--- src/rtl/seq_div32.sv ---
// Sequential 32/32 restoring divider, signed or unsigned, with a start/busy/done handshake.
// One quotient bit per cycle; fixed 34-cycle throughput regardless of data or divide-by-zero.
module seq_div32 (
  input  logic        clk,
  input  logic        reset,
  input  logic        start,
  input  logic        is_signed,
  input  logic [31:0] dividend,
  input  logic [31:0] divisor,
  output logic [31:0] quotient,
  output logic [31:0] remainder,
  output logic        busy,
  output logic        done,
  output logic        div_by_zero
);

  localparam logic [1:0] ST_IDLE = 2'd0;
  localparam logic [1:0] ST_RUN  = 2'd1;
  localparam logic [1:0] ST_DONE = 2'd2;

  logic [1:0]  r_state;
  logic [32:0] r_a;
  logic [31:0] r_q;
  logic [31:0] r_m;
  logic [5:0]  r_cnt;
  logic        r_neg_q;
  logic        r_neg_r;
  logic        r_dz;
  logic [31:0] r_quotient;
  logic [31:0] r_remainder;
  logic        r_busy;
  logic        r_done;
  logic        r_div_by_zero;

  logic [32:0] w_a_sh;
  logic [32:0] w_t;
  logic [31:0] w_dvd_abs;
  logic [31:0] w_dvs_abs;
  logic [31:0] w_q_neg;
  logic [31:0] w_r_neg;

  always_comb begin
    w_a_sh    = {r_a[31:0], r_q[31]};
    w_t       = w_a_sh - {1'b0, r_m};
    w_dvd_abs = (is_signed && dividend[31]) ? (~dividend + 32'd1) : dividend;
    w_dvs_abs = (is_signed && divisor[31])  ? (~divisor + 32'd1)  : divisor;
    w_q_neg   = ~r_q + 32'd1;
    w_r_neg   = ~r_a[31:0] + 32'd1;
  end

  always_ff @(posedge clk or negedge reset) begin
    if (!reset) begin
      r_state       <= ST_IDLE;
      r_a           <= 33'd0;
      r_q           <= 32'd0;
      r_m           <= 32'd0;
      r_cnt         <= 6'd0;
      r_neg_q       <= 1'b0;
      r_neg_r       <= 1'b0;
      r_dz          <= 1'b0;
      r_quotient    <= 32'd0;
      r_remainder   <= 32'd0;
      r_busy        <= 1'b0;
      r_done        <= 1'b0;
      r_div_by_zero <= 1'b0;
    end else begin
      r_done <= 1'b0;
      case (r_state)
        ST_IDLE: begin
          if (start) begin
            r_neg_q <= is_signed & (dividend[31] ^ divisor[31]);
            r_neg_r <= is_signed & dividend[31];
            r_dz    <= (divisor == 32'd0);
            r_q     <= w_dvd_abs;
            r_m     <= w_dvs_abs;
            r_a     <= 33'd0;
            r_cnt   <= 6'd0;
            r_busy  <= 1'b1;
            r_state <= ST_RUN;
          end
        end
        ST_RUN: begin
          r_cnt <= r_cnt + 6'd1;
          if (!w_t[32]) begin
            r_a <= w_t;
            r_q <= {r_q[30:0], 1'b1};
          end else begin
            r_a <= w_a_sh;
            r_q <= {r_q[30:0], 1'b0};
          end
          if (r_cnt == 6'd31) begin
            r_state <= ST_DONE;
          end
        end
        ST_DONE: begin
          // With M=0 every step subtracts nothing, so A ends as |dividend| and the
          // sign-corrected remainder already equals the original dividend.
          r_quotient    <= r_dz ? 32'hFFFF_FFFF : (r_neg_q ? w_q_neg : r_q);
          r_remainder   <= r_neg_r ? w_r_neg : r_a[31:0];
          r_div_by_zero <= r_dz;
          r_done        <= 1'b1;
          r_busy        <= 1'b0;
          r_state       <= ST_IDLE;
        end
        default: begin
          r_busy  <= 1'b0;
          r_state <= ST_IDLE;
        end
      endcase
    end
  end

  assign quotient    = r_quotient;
  assign remainder   = r_remainder;
  assign busy        = r_busy;
  assign done        = r_done;
  assign div_by_zero = r_div_by_zero;

endmodule

--- config.mk ---
export PLATFORM = sky130hd
export DESIGN_NAME = seq_div32
export DESIGN_NICKNAME = d
export VERILOG_FILES = /design/src/rtl/seq_div32.sv
export SDC_FILE = /design/constraint.sdc
export NUM_CORES = 1
export LEC_CHECK = 0
export ABC_AREA = 1
export ABC_CLOCK_PERIOD_IN_PS = 5300
export CAP_MARGIN = 30
export CORE_UTILIZATION = 55
export CTS_CLUSTER_DIAMETER = 200
export DETAILED_ROUTE_END_ITERATION = 16
export DONT_BUFFER_PORTS = 1
export PLACE_DENSITY = 0.7
export SETUP_SLACK_MARGIN = 0.4
export SKIP_CTS_REPAIR_TIMING = 1
export SLEW_MARGIN = 20
export SYNTH_ARGS = -nofsm -noshare
export SYNTH_HDL_FRONTEND = slang
export SYNTH_SLANG_ARGS = --single-unit
--- constraint.sdc ---
create_clock -name clk -period 5.3 [get_ports clk]
set_input_delay 1.06 -clock clk [delete_from_list [all_inputs] [get_ports clk]]
set_output_delay 1.06 -clock clk [all_outputs]
set_load 0.02 [all_outputs]
==> results_dict.tcl, run 1 <==
set metrics [dict create \
    outcome "finished clean" \
    drive_gt1_frac 0.0417 \
    hold_viol 0 \
    rsz0062_at_grt "no" \
    maxSlewViolCount 0 \
    clk_latency_ps 440 \
    synth_edf_count 0 \
    die_area_sq_um 24200 \
    p_leak_uw 0.00724 \
    cp_num_buf_inv 2 \
    core_sq_um 22800 \
    core.rowCount 55 \
    gr-total-overflow 0 \
    clkSinkCount 174 \
    powerDensity_nw_per_um2 742 \
    worst_pin_slew_ps 837 \
    synth_cell_types 48 \
    hold_path.class "in -> async" \
    hold-worst-slack_ps 312 \
    setup_violations 0 \
    fill_cells 2257 \
    finClkSkew_ps 9.90 \
    hpwl_um 27200 \
    cp-start-kind "register" \
    fmax_mhz 355 \
    wl_um 35600 \
    synth-main-ff-cell "dfrtp_1" \
    worstSetupEndpointType "register" \
    async_flop_share 1.00 \
    antenna_found_initial 0 \
    path_clk_slew_ps 70 \
    syn_area_sq_um 13000 \
    placed_area_sq_um 13200 \
    total_power_uw 10200 \
    avgSynthCellArea_sq_um 6.53 \
    area_delta_synth_final_pct 6.38 \
    antenna_cells 0 \
    drt_iter0_drc 1215 \
    arrival_ps 3140 \
    vias 12500 \
    gr-usage-all-layers 0.301 \
    cts_tree "yes" \
    post-route-util 0.603 \
    slowest_delay_ps 400 \
    grt_pass1_wl_um 57200 \
    cp_max_fo 20 \
    start_util 0.567 \
    place_congestion 0.949 \
    nets 2058 \
    max_cap_violations 0 \
    worstPathCellList "inv_1 > ha_1 > fa_1 > inv_1 > nand2_1 > nand2_1 > nand3_1 > nand2_2 > nand2_2 > nand2_2 > nand2_4 > nand2_4 > nand2_4 > nand2_2 > nand2_1 > nand3_1 > nand2_1" \
    fin_crit_ps 2820 \
    syn_inst 1983 \
    max_slew_margin 0.442 \
    root_buffer "clkbuf_16" \
    ios 135 \
    drc 0 \
    first_pass_iters 5 \
    setup_tns_ps 0 \
    wl_per_cell_um 15.6 \
    cts_buffer_depth 2 \
    crit_type "reg -> reg" \
    die_w_um 155 \
    yosysSeqAreaShare 0.336 \
    ant_nets 0 \
    cts_buffers 17 \
    synth_seq_cells 174 \
    port_buffers 0 \
    dieHeight_um 155 \
    synth_warnings 0 \
    grt_pass1_vias 11100 \
    synth_nets 2089 \
    crit_family "simple AND/OR/NAND/NOR gates" \
    fin_area_sq_um 13800 \
    grt_max_degree 175 \
    worstPathRequired_ps 5620 \
    min_period_over_period 0.532 \
    crit_slowest_cell "fa_1" \
    irDropWorstVdd_v 0.000281 \
    cts_htree_levels 4 \
    vias_per_cell 5.47 \
]
[synth_stat cells, drive strengths merged (23+ instances only)]
cell type | count | area share
a21oi | 48 | 0.020
a22oi | 26 | 0.015
buf | 23 | 0.0098
clkbuf | 35 | 0.010
dfrtp | 174 | 0.34
ha | 37 | 0.036
inv | 296 | 0.086
nand2 | 619 | 0.18
nand3 | 180 | 0.071
nand3b | 23 | 0.013
nand4 | 31 | 0.015
nor2 | 190 | 0.056
nor3 | 33 | 0.014
o21ai | 125 | 0.049
xor2 | 57 | 0.039
[flip-flops by register name (all words and copies together), names as in the netlist]
signal	cells
r_neg_r	1
div_by_zero	1
r_dz	1
r_m	32
r_a	32
r_q	32
r_cnt	6
busy	1
done	1
r_state	2
quotient	32
remainder	32
r_neg_q	1
[cell type report]
cell class	count	area (sq um)	share of cell area
clock inverter	15	194	0.0141
clock buffer	17	425	0.0309
sequential	174	4350	0.316
tap	313	392	0.0284
inverter	298	1120	0.0812
multi-input combinational	1453	7240	0.525
timing repair buffer	8	60.1	0.00436
[layout by cell type (no fill, tap or decap), types with 3 or more instances in the layout]
master	netlist	final
a21oi_1	46	46
a22oi_1	26	26
a31oi_1	11	11
buf_4	2	8
clkbuf_16	0	17
dfrtp_1	174	174
ha_1	37	37
inv_1	293	292
inv_2	3	4
inv_6	0	3
inv_8	0	4
nand2_1	606	606
nand2_2	10	10
nand2_4	3	3
nand3_1	178	178
nand3b_1	23	23
nand4_1	31	31
nor2_1	184	182
nor2_2	6	6
nor3_1	31	31
o211ai_1	9	9
o21ai_0	121	121
o21ai_1	3	3
o21bai_1	5	5
o22a_1	3	3
o22ai_1	14	14
or2_2	9	9
xnor2_1	17	17
xor2_1	57	57
[logic make-up after synthesis]
logic type,after synthesis,synth area share
AO/OA/AOI/OAI,249,0.111
XOR/XNOR,74,0.0500
adder cells (fa/ha/maj),38,0.0373
buffers and inverters,356,0.106
flip-flops,174,0.336
AND/OR/NAND/NOR,1092,0.360
[stage by stage]
step	instances	worst slack [ps]
2_1_floorplan	1983	2910
3_3_place_gp	2246	2400
3_5_place_dp	2246	2330
4_1_cts	2278	2500
5_1_grt	2278	2260
6_report	2278	2480
[routing by layer]
layer | global-route usage | up-vias | routed length (um)
met5 | 0 | - | 0
met4 | 0.0789 | 0 | 532
met3 | 0.0460 | 37 | 3080
met2 | 0.405 | 494 | 13800
met1 | 0.487 | 5666 | 18300
li1 | - | 6266 | -
[path summary, 6_finish.rpt]
| path | startpoint | end | slack (ps) | depth (start not counted) |
|---|---|---|---|---|
| setup reg to reg | r_q[31]$_DFFE_PN0P_ | r_a[23]$_DFFE_PN0P_ | 2480 | 17 |
| min in group clk | r_cnt[5]$_DFFE_PN0P_ | r_state[1]$_DFFE_PN0P_ | 460 | 1 |
| hold / removal | reset | remainder[5]$_DFFE_PN0P_ | 310 | 0 |
| hold reg to reg | r_cnt[5]$_DFFE_PN0P_ | r_state[1]$_DFFE_PN0P_ | 460 | 1 |
| max in group asynchronous | reset | r_q[26]$_DFFE_PN0P_ | 4770 | 0 |
| setup / recovery | r_q[31]$_DFFE_PN0P_ | r_a[23]$_DFFE_PN0P_ | 2480 | 17 |
[power breakdown]
group / switching, uW / internal [uW] / leakage [uW] / total (uW)
clock network: 623 / 723 / 0.000302 / 1350
logic: 3840 / 2070 / 0.00473 / 5910
registers: 1010 / 1960 / 0.00221 / 2970
Note: power is estimated with default switching activity, not from simulation.
==> run 2: changes to the inputs <==
Settings changed: ABC_CLOCK_PERIOD_IN_PS 5300 to 2460, PLACE_DENSITY 0.7 to 0.73.
Clock period 5.3 ns to 2.46 ns, I/O delays scaled along.
==> run 2 against run 1 <==
Effect of this change: largest power group unchanged; sequential share of layout area is 1.8 points lower; global-route usage grew 0.26 points; the run now ends with negative hold slack left; largest cell class unchanged; count of clock-buffer cells in the layout up 4; design area is 6.1% higher; cell count up 2.2%; register-to-register slack got worse by 2400 ps; clock skew up 1.5 ps; worst hold slack got worse by 570 ps; sequential cell count unchanged; critical path depth fell by 4; non-clock buffer count up 45.
==> results_dict.tcl, run 2 (synthesized netlist as in run 1, its figures left out) <==
set metrics [dict create \
    crit_family "simple AND/OR/NAND/NOR gates" \
    worstPathRequired_ps 2780 \
    mostFrequentLayoutCells "nand2_1, inv_1, nor2_1" \
    root_buffer "clkbuf_16" \
    hold_viol 174 \
    cts_tree "yes" \
    worstPathCellList "ha_1 > nand2_1 > inv_1 > nand2_1 > nand2_1 > nand2_1 > nand2_1 > a21oi_4 > nand3_4 > nand2_4 > nand2_1 > nand3_1 > nand2_1" \
    max_cap_violations 0 \
    use_met1 0.488 \
    irDropWorstVdd_v 0.000866 \
    power.share.clock 0.112 \
    comb_power_share 0.630 \
    drc 0 \
    crit_type "reg -> reg" \
    p_int_uw 11500 \
    fmax_mhz 414 \
    min_period_over_period 0.982 \
    dp_cells 2278 \
    arrival_ps 2730 \
    wl_per_cell_um 16.0 \
    outcome "complete, but fails checks" \
    dieHeight_um 155 \
    cts_buffer_depth 2 \
    worstSetupEndpointType "register" \
    drt_iter0_drc 1395 \
    hold-worst-slack_ps -255 \
    worst_pin_slew_ps 684 \
    clk_latency_ps 440 \
    cp-start-kind "register" \
    setup_violations 0 \
    fill_cells 2098 \
    ios 135 \
    gr-total-overflow 0 \
    grt_use_met2 0.406 \
    violations "negative hold slack" \
    swShare 0.527 \
    core_sq_um 22800 \
    finClkSkew_ps 11.4 \
    vias 12900 \
    mostFrequentLayoutCell "nand2_1" \
    busiest_layer "met1" \
    grtUsageMet3 0.0593 \
    p_leak_uw 0.00755 \
    port_buffers 0 \
    cts_htree_levels 4 \
    cp_max_fo 10 \
    die_w_um 155 \
    ant_nets 0 \
    seqPwrFrac 0.258 \
    fin_crit_ps 2410 \
    vias_per_cell 5.54 \
    slowest_delay_ps 440 \
    die_area_sq_um 24200 \
    first_pass_iters 6 \
    powerDensity_nw_per_um2 1670 \
    nets 2107 \
    core.rowCount 55 \
    start_util 0.567 \
    cts_buffers 17 \
    maxSlewViolCount 0 \
    multi_input_area_sq_um 7670 \
    crit_top_cell "nand2_1" \
    path_clk_slew_ps 70 \
    clkSinkCount 174 \
    grt_pass1_wl_um 57600 \
    finalNonFillerCells 2327 \
    grt_pass1_vias 11200 \
    area_delta_synth_final_pct 12.9 \
    seqCellArea_sq_um 4360 \
    place_congestion 0.939 \
    rsz0062_at_grt "yes" \
    max_slew_margin 0.544 \
    cp_num_buf_inv 1 \
    hold_path.class "in -> async" \
    p_sw_uw 12900 \
    drive_gt1_frac 0.0948 \
    antenna_found_initial 0 \
    setup_tns_ps 0 \
    wl_um 37300 \
    gr-usage-all-layers 0.303 \
    crit_slowest_cell "dfrtp_1" \
    grt_max_degree 175 \
    antenna_cells 0 \
    hpwl_um 28000 \
]
==> run 2: cell count changes in the layout (fill, tap and decap cells not counted), sizes merged, moves of 3 or more <==
cell / previous run / this run
nand2: 619 / 622
clkinv: 6 / 9
buf: 8 / 51
clkbuf: 17 / 23
inv: 304 / 299
==> run 2: path summary, 6_finish.rpt <==
check                                           end  cells after the start                 start  slack, ps
min reg2reg                  r_state[1]$_DFFE_PN0P_                      1  r_cnt[5]$_DFFE_PN0P_        440
min                        remainder[6]$_DFFE_PN0P_                      0                 reset       -250
max reg2reg                      r_a[3]$_DFFE_PN0P_                     13   r_a[26]$_DFFE_PN0P_         50
min in group clk                r_q[27]$_DFFE_PN0P_                      3          dividend[27]        230
max                              r_a[3]$_DFFE_PN0P_                     13   r_a[26]$_DFFE_PN0P_         50
max in group asynchronous       r_m[16]$_DFFE_PN0P_                      0                 reset       2430
==> run 2: metal layers <==
metal | share of wire | wire length [um]
met1 | 0.48 | 18100
met2 | 0.40 | 14800
met4 | 0.018 | 663
met3 | 0.10 | 3770
met5 | 0 | 0
==> run 2: power groups by stage <==
stage                     registers [uW]  logic [uW]  clock network [uW]
final                               6280       15400                2730
after global routing                6410       17100                2880
after CTS                           6160       13400                2750
after detailed placement            6210       13300                   0
after global placement              6160       13100                   0
after floorplan                     5680       10200                   0
==> run 2: metrics by stage <==
step / power (uW) / setup slack (ps) / util / instance area, sq um / hold WS [ps]
floorplan: 15900 / 318 / - / 13000 / 196
global placement: 19200 / 143 / 0.588 / 13400 / 201
detailed placement: 19500 / 32.1 / 0.588 / 13400 / 201
CTS: 22300 / 15.0 / 0.614 / 14000 / -261
global route: 26400 / -55.3 / 0.640 / 14600 / -271
finish: 24400 / 45.0 / 0.640 / 14600 / -255
==> run 2: layout make-up <==
type | instances | area share
multi-input cells | 1457 | 0.524
flip-flops and latches | 174 | 0.298
inverters | 298 | 0.0766
repair buffers | 53 | 0.0341
clock buffers | 21 | 0.0315
well taps | 313 | 0.0268
clock inverters | 11 | 0.00872
==> run 2: worst register-to-register path, delay by kind of cell (launching register included) <==
family	cells	cell delay [ps]
compound gates	1	290
fa+ha+maj	1	400
buf+inv	1	50
flops	1	440
simple gates	10	1130
